===== src/rtl/id_ex_stage.sv =====
// ID/EX pipeline register for the 5-stage RV32 core.
// Latches the decoded control bundle and operands once per cycle, detects
// load-use hazards (stalling PC and IF/ID and injecting a bubble into EX) and
// honours a global freeze from the memory system.
// Optional build macro: ID_EX_STALL_CNT_EN adds a 32-bit stall counter output.
module id_ex_stage #(
  parameter int XLEN    = 32,
  parameter int RADDR_W = 5
) (
  input  logic               clk_i,
  input  logic               rst_i,
  input  logic               freeze_i,
  input  logic               RegWrite_i,
  input  logic               MemToReg_i,
  input  logic               MemRead_i,
  input  logic               MemWrite_i,
  input  logic [1:0]         ALUOp_i,
  input  logic               ALUSrc_i,
  input  logic [XLEN-1:0]    RS1data_i,
  input  logic [XLEN-1:0]    RS2data_i,
  input  logic [XLEN-1:0]    imm_i,
  input  logic [9:0]         funct_i,
  input  logic [RADDR_W-1:0] RS1addr_i,
  input  logic [RADDR_W-1:0] RS2addr_i,
  input  logic [RADDR_W-1:0] RDaddr_i,
  output logic               RegWrite_o,
  output logic               MemToReg_o,
  output logic               MemRead_o,
  output logic               MemWrite_o,
  output logic [1:0]         ALUOp_o,
  output logic               ALUSrc_o,
  output logic [XLEN-1:0]    RS1data_o,
  output logic [XLEN-1:0]    RS2data_o,
  output logic [XLEN-1:0]    imm_o,
  output logic [9:0]         funct_o,
  output logic [RADDR_W-1:0] RS1addr_o,
  output logic [RADDR_W-1:0] RS2addr_o,
  output logic [RADDR_W-1:0] RDaddr_o,
`ifdef ID_EX_STALL_CNT_EN
  output logic [31:0]        stall_cnt_o,
`endif
  output logic               stall_o,
  output logic               PCWrite_o,
  output logic               IFIDWrite_o
);

  // Control bundle from the decoder; a bubble is this bundle all zero.
  typedef struct packed {
    logic       reg_write;
    logic       mem_to_reg;
    logic       mem_read;
    logic       mem_write;
    logic [1:0] alu_op;
    logic       alu_src;
  } ctrl_t;

  ctrl_t              ctrl_d, ctrl_q;
  logic [XLEN-1:0]    rs1_data_q, rs2_data_q, imm_q;
  logic [9:0]         funct_q;
  logic [RADDR_W-1:0] rs1_addr_q, rs2_addr_q, rd_addr_q;
  logic               stall;

  // Load-use hazard: the instruction in EX is a load whose rd (non-x0) is a
  // source of the instruction in ID. rs2 is compared even for I-type users.
  always_comb begin
    stall = ctrl_q.mem_read && (rd_addr_q != '0) &&
            ((rd_addr_q == RS1addr_i) || (rd_addr_q == RS2addr_i));
  end

  // Select the next control bundle: a bubble while stalling, else the decode.
  always_comb begin
    // NOTE: assign a default first so every path drives ctrl_d and no latch is inferred.
    ctrl_d = '{reg_write:  RegWrite_i,
               mem_to_reg: MemToReg_i,
               mem_read:   MemRead_i,
               mem_write:  MemWrite_i,
               alu_op:     ALUOp_i,
               alu_src:    ALUSrc_i};
    if (stall) begin
      ctrl_d = '0;
    end
  end

  // Pipeline register: freeze holds everything, otherwise capture each cycle.
  always_ff @(posedge clk_i or negedge rst_i) begin
    // NOTE: these are plain flops, not a memory array, so resetting every field is cheap and keeps bubbles clean.
    if (!rst_i) begin
      ctrl_q     <= '0;
      rs1_data_q <= '0;
      rs2_data_q <= '0;
      imm_q      <= '0;
      funct_q    <= '0;
      rs1_addr_q <= '0;
      rs2_addr_q <= '0;
      rd_addr_q  <= '0;
    end else if (!freeze_i) begin
      // NOTE: non-blocking assignments so all fields update together from pre-edge values.
      ctrl_q     <= ctrl_d;
      rs1_data_q <= RS1data_i;
      rs2_data_q <= RS2data_i;
      imm_q      <= imm_i;
      funct_q    <= funct_i;
      rs1_addr_q <= RS1addr_i;
      rs2_addr_q <= RS2addr_i;
      rd_addr_q  <= RDaddr_i;
    end
  end

`ifdef ID_EX_STALL_CNT_EN
  logic [31:0] stall_cnt_d, stall_cnt_q;

  // Stall counter next value; wraps naturally at 32 bits.
  always_comb begin
    stall_cnt_d = stall_cnt_q + 32'd1;
  end

  // Count edges that actually inject a bubble (stalled and not frozen).
  always_ff @(posedge clk_i or negedge rst_i) begin
    if (!rst_i) begin
      stall_cnt_q <= '0;
    end else if (stall && !freeze_i) begin
      stall_cnt_q <= stall_cnt_d;
    end
  end

  assign stall_cnt_o = stall_cnt_q;
`endif

  assign RegWrite_o  = ctrl_q.reg_write;
  assign MemToReg_o  = ctrl_q.mem_to_reg;
  assign MemRead_o   = ctrl_q.mem_read;
  assign MemWrite_o  = ctrl_q.mem_write;
  assign ALUOp_o     = ctrl_q.alu_op;
  assign ALUSrc_o    = ctrl_q.alu_src;
  assign RS1data_o   = rs1_data_q;
  assign RS2data_o   = rs2_data_q;
  assign imm_o       = imm_q;
  assign funct_o     = funct_q;
  assign RS1addr_o   = rs1_addr_q;
  assign RS2addr_o   = rs2_addr_q;
  assign RDaddr_o    = rd_addr_q;
  assign stall_o     = stall;
  assign PCWrite_o   = ~stall & ~freeze_i;
  assign IFIDWrite_o = ~stall & ~freeze_i;

endmodule


===== config.mk =====
export PLATFORM = sky130hd
export DESIGN_NAME = id_ex_stage
export DESIGN_NICKNAME = d
export VERILOG_FILES = /design/src/rtl/id_ex_stage.sv
export SDC_FILE = /design/constraint.sdc
export NUM_CORES = 1
export LEC_CHECK = 0
export ABC_AREA = 1
export CAP_MARGIN = 0
export CELL_PAD_IN_SITES_DETAIL_PLACEMENT = 1
export CELL_PAD_IN_SITES_GLOBAL_PLACEMENT = 2
export CORE_UTILIZATION = 20
export CTS_BUF_LIST = sky130_fd_sc_hd__clkbuf_4
export DETAILED_ROUTE_END_ITERATION = 12
export PLACE_DENSITY = 0.88
export SYNTH_ARGS = -nofsm -noshare
export SYNTH_HDL_FRONTEND = slang
export SYNTH_SLANG_ARGS = --single-unit

===== constraint.sdc =====
create_clock -name clk_i -period 1.5 [get_ports clk_i]
set_clock_uncertainty 0.2 [all_clocks]
set_input_delay 0.225 -clock clk_i [delete_from_list [all_inputs] [get_ports clk_i]]
set_output_delay 0.225 -clock clk_i [all_outputs]
set_load 0.01 [all_outputs]

==> run summary <==
The run finished, with violations left. The final reports fail on negative setup slack. Counting every net in the synthesized netlist gives 713. The tools report the max-slew violation count as 0. The Yosys step of the flow raised 0 warnings.

The logs give 382 uV for the worst voltage drop across the vdd grid and 0.0245 mm^2 for the core footprint. Timing would allow up to 463 MHz. Traced cell by cell, the critical path runs through inv_2 -> nand4_1 -> o21ai_1 -> inv_1 -> nand2_4 -> inv_4 -> nor2_4 -> buf_6. The final critical-path share of the clock period is 1.44. After detailed routing, the average wire length per cell comes to 15.3 um. The estimated wirelength of the detail-placed design was 12,800 um; the initial core utilization was 0.205. For the worst setup path, the data required time is 1.07 ns. For the area enclosed by the die boundary, the log shows 0.0257 mm^2.

For this block, the initial DRC count from the detailed router was 222. The number of standard-cell rows in the floorplan is 57, and the final routed wirelength across all metal layers is 21,000 um. The most critical setup path has its startpoint at RDaddr_o[3]$_DFFE_PN0N_.

The stage delay of the slowest cell on the critical path came out at 0.46 ns. The tool flagged a number of max-cap violations equal to 0. TritonCTS built the clock tree. The number of sinks handled by clock tree synthesis came out at 128.

In this run the remaining antenna-violating nets after routing total 0. The mean instance size in the synthesized netlist came out at 8.60 um^2. The leakage power was 5.11 nW; the cell depth of the worst hold path was 3.

The critical-path cell with the highest stage delay is sky130_fd_sc_hd__dfrtp_2. The logs give 2 for the number of antenna violations at the first check in global routing and -0.06 ns for the flop-to-flop setup slack. Count of port buffers added during placement: 261. Leaving out fill and tap cells, the most frequent cells in the layout are sky130_fd_sc_hd__nand2_1 (376), sky130_fd_sc_hd__clkdlybuf4s50_1 (128), sky130_fd_sc_hd__dfrtp_1 (125). The length in cells of the worst reg-to-reg path is 9. Along the worst path, the maximum fanout reaches 4. The logs give -0.661 ns for the minimum setup slack in the final design and 262 for the number of I/O pins. After clock tree synthesis, the clock-pin slew on the worst setup and hold paths is 0.11 ns. The area of all placed cells without fillers was 0.00992 mm^2.

The final critical path time including I/O delays and setup is 2.16 ns. The run gives 6,005 as the via count of the first global-routing pass. The via count was 5,519.

Summing all placed instances gives a cell area of 0.00815 mm^2. The mapped netlist covers 0.00501 mm^2. The first-pass GRT wire length came out at 31,500 um. Entering global routing, the biggest net connects 49 pins. The post-synthesis register bit count works out to 128. From bottom edge to top edge, the die measures 160 um. Clock latency on the worst-skew pair, taken at its later pin, is 0.53 ns.

The tools report the endpoint of the most critical register-to-register path as ALUOp_o[0]$_DFFE_PN0N_. The worst setup path is of the flip-flop to output pin kind. Prior to clock tree synthesis, the placed netlist has a worst setup slack of -0.818 ns. The number of endpoints failing setup at the final stage was 74; the number of distinct library cell variants in the gate-level netlist after synthesis was 15. The category of the worst setup path capture point was an output pin.

The tools report the element type at the critical path start as a flip-flop. Counting every instance in the synthesized netlist gives 582. Clock root buffer: sky130_fd_sc_hd__clkbuf_4. The transition time of the tightest slew-check pin was 0.905 ns. End point of the critical path: IFIDWrite_o. Number of buffers inserted during clock tree synthesis: 17. Total congestion overflow: 0. In this run the critical register-to-register path is launched from RDaddr_o[0]$_DFFE_PN0N_. The post-synthesis sequential area ratio was 0.640.

Layout cell share with drive strength beyond 1: 0.254. The die is 160 um wide. The worst-case headroom to the max-slew limit was 0.396; the number of nets in the layout was 1,164. In this run the power density over the cells is 885 mW/mm^2. The via density per instance works out to 4.03. The number of H-tree levels is 4. The post-synthesis to final-layout area growth is 98.1%. The run gives 0.730 as the final estimated routing congestion in global placement.

The first detailed-routing pass ran for 4 iterations. Total routing resource utilization after global routing: 0.157. The library cell used most frequently in the layout, excluding fill and tap cells, is sky130_fd_sc_hd__nand2_1. Setup repair after global routing could not meet its margin everywhere. The longest clock path from root to sink contains 2 buffers. In this run the worst hold path is classified as primary input to flip-flop.

The arrival time of data at the critical path endpoint is 1.74 ns. The logs give 0 for the total count of hold-check failures in the final report and 0 for the residual DRC count.
-- state kept, by name, summed over array words and instances, names as in the netlist --
register / cells
RS1data_o: 32
RS2data_o: 32
imm_o: 32
funct_o: 10
RDaddr_o: 5
RS1addr_o: 5
RS2addr_o: 5
ALUOp_o: 2
ALUSrc_o: 1
MemRead_o: 1
MemToReg_o: 1
MemWrite_o: 1
RegWrite_o: 1
-- metal layers --
| metal | up-vias | share of wire | global-route usage |
|---|---|---|---|
| li1 | 2658 | - | - |
| met1 | 2641 | 0.41 | 0.182 |
| met2 | 187 | 0.50 | 0.265 |
| met3 | 31 | 0.068 | 0.0551 |
| met4 | 2 | 0.023 | 0.0584 |
| met5 | - | 0.00053 | 0 |
-- where the power goes --
group | total (W) | switching [W] | internal [W]
clock | 0.00252 | 0.00138 | 0.00114
combinational | 0.00228 | 0.000949 | 0.00133
sequential | 0.00398 | 0.000219 | 0.00376
-- Yosys cell counts (all sizes together) --
cell    number  share of area
buf         21          0.025
clkbuf       8         0.0060
dfrtp      128           0.64
inv         15          0.011
nand2      379           0.29
nand3        9          0.010
nand4        1         0.0013
nor2         7         0.0052
o21ai       12          0.012
xnor2        2         0.0035
-- worst max-delay path, delay by kind of cell, from the launching register on --
kind,cells,cell delay (ns)
DFF,1,0.46
buffers and inverters,4,0.32
and+or+nand+nor,3,0.30
AOI/OAI and AO/OA,1,0.13
-- how the worst min path moves through the flow --
| stage | end | start |
|---|---|---|
| global route | funct_o[5]$_DFFE_PN0N_ | funct_i[5] |
| CTS | imm_o[1]$_DFFE_PN0N_ | imm_i[1] |
| floorplan | ALUOp_o[0]$_DFFE_PN0N_ | rst_i |
| global placement | RS1data_o[17]$_DFFE_PN0N_ | rst_i |
| detailed placement | RS2data_o[29]$_DFFE_PN0N_ | rst_i |
| finish | funct_o[6]$_DFFE_PN0N_ | funct_i[6] |
-- through the flow --
step                setup TNS (ns)  total power (W)  std cells   util  hold slack [ns]
floorplan                   -0.112          0.00457        582      -           -0.271
global placement             -5.11          0.00585       1157  0.333          -0.0833
detailed placement           -5.38          0.00588       1157  0.333          -0.0895
CTS                         -15.20          0.00866       1326  0.384          0.00166
global route                -17.39          0.00928       1370  0.406           0.0117
finish                       -4.03          0.00878       1370  0.406           0.0759
-- kinds of logic (layout without fill, tap and decap cells) --
family	after synthesis	count (layout)	synth area share
buffers and inverters	44	507	0.0422
AND/OR/NAND/NOR	396	396	0.303
AO/OA/AOI/OAI	12	12	0.0120
other	0	1	0
flip-flops	128	128	0.640
XOR/XNOR	2	2	0.00350
-- repair_timing --
item                       CTS  global route
setup buffers               27            41
pin swaps                   11             1
gates resized for setup    587            38
setup endpoints to repair  138           156
hold buffers               112             2
hold endpoints to repair   235             2
-- final cells by class --
type	instances	area [um^2]
Inverter	15	61.3
Timing Repair Buffer	461	4350
Multi-Input combinational cell	410	1620
Tap cell	324	405
Fill cell	2800	14500
Clock buffer	18	135
Antenna cell	1	2.50
Sequential cell	128	3210
Clock inverter	13	146
(Power assumes the default switching activity.)
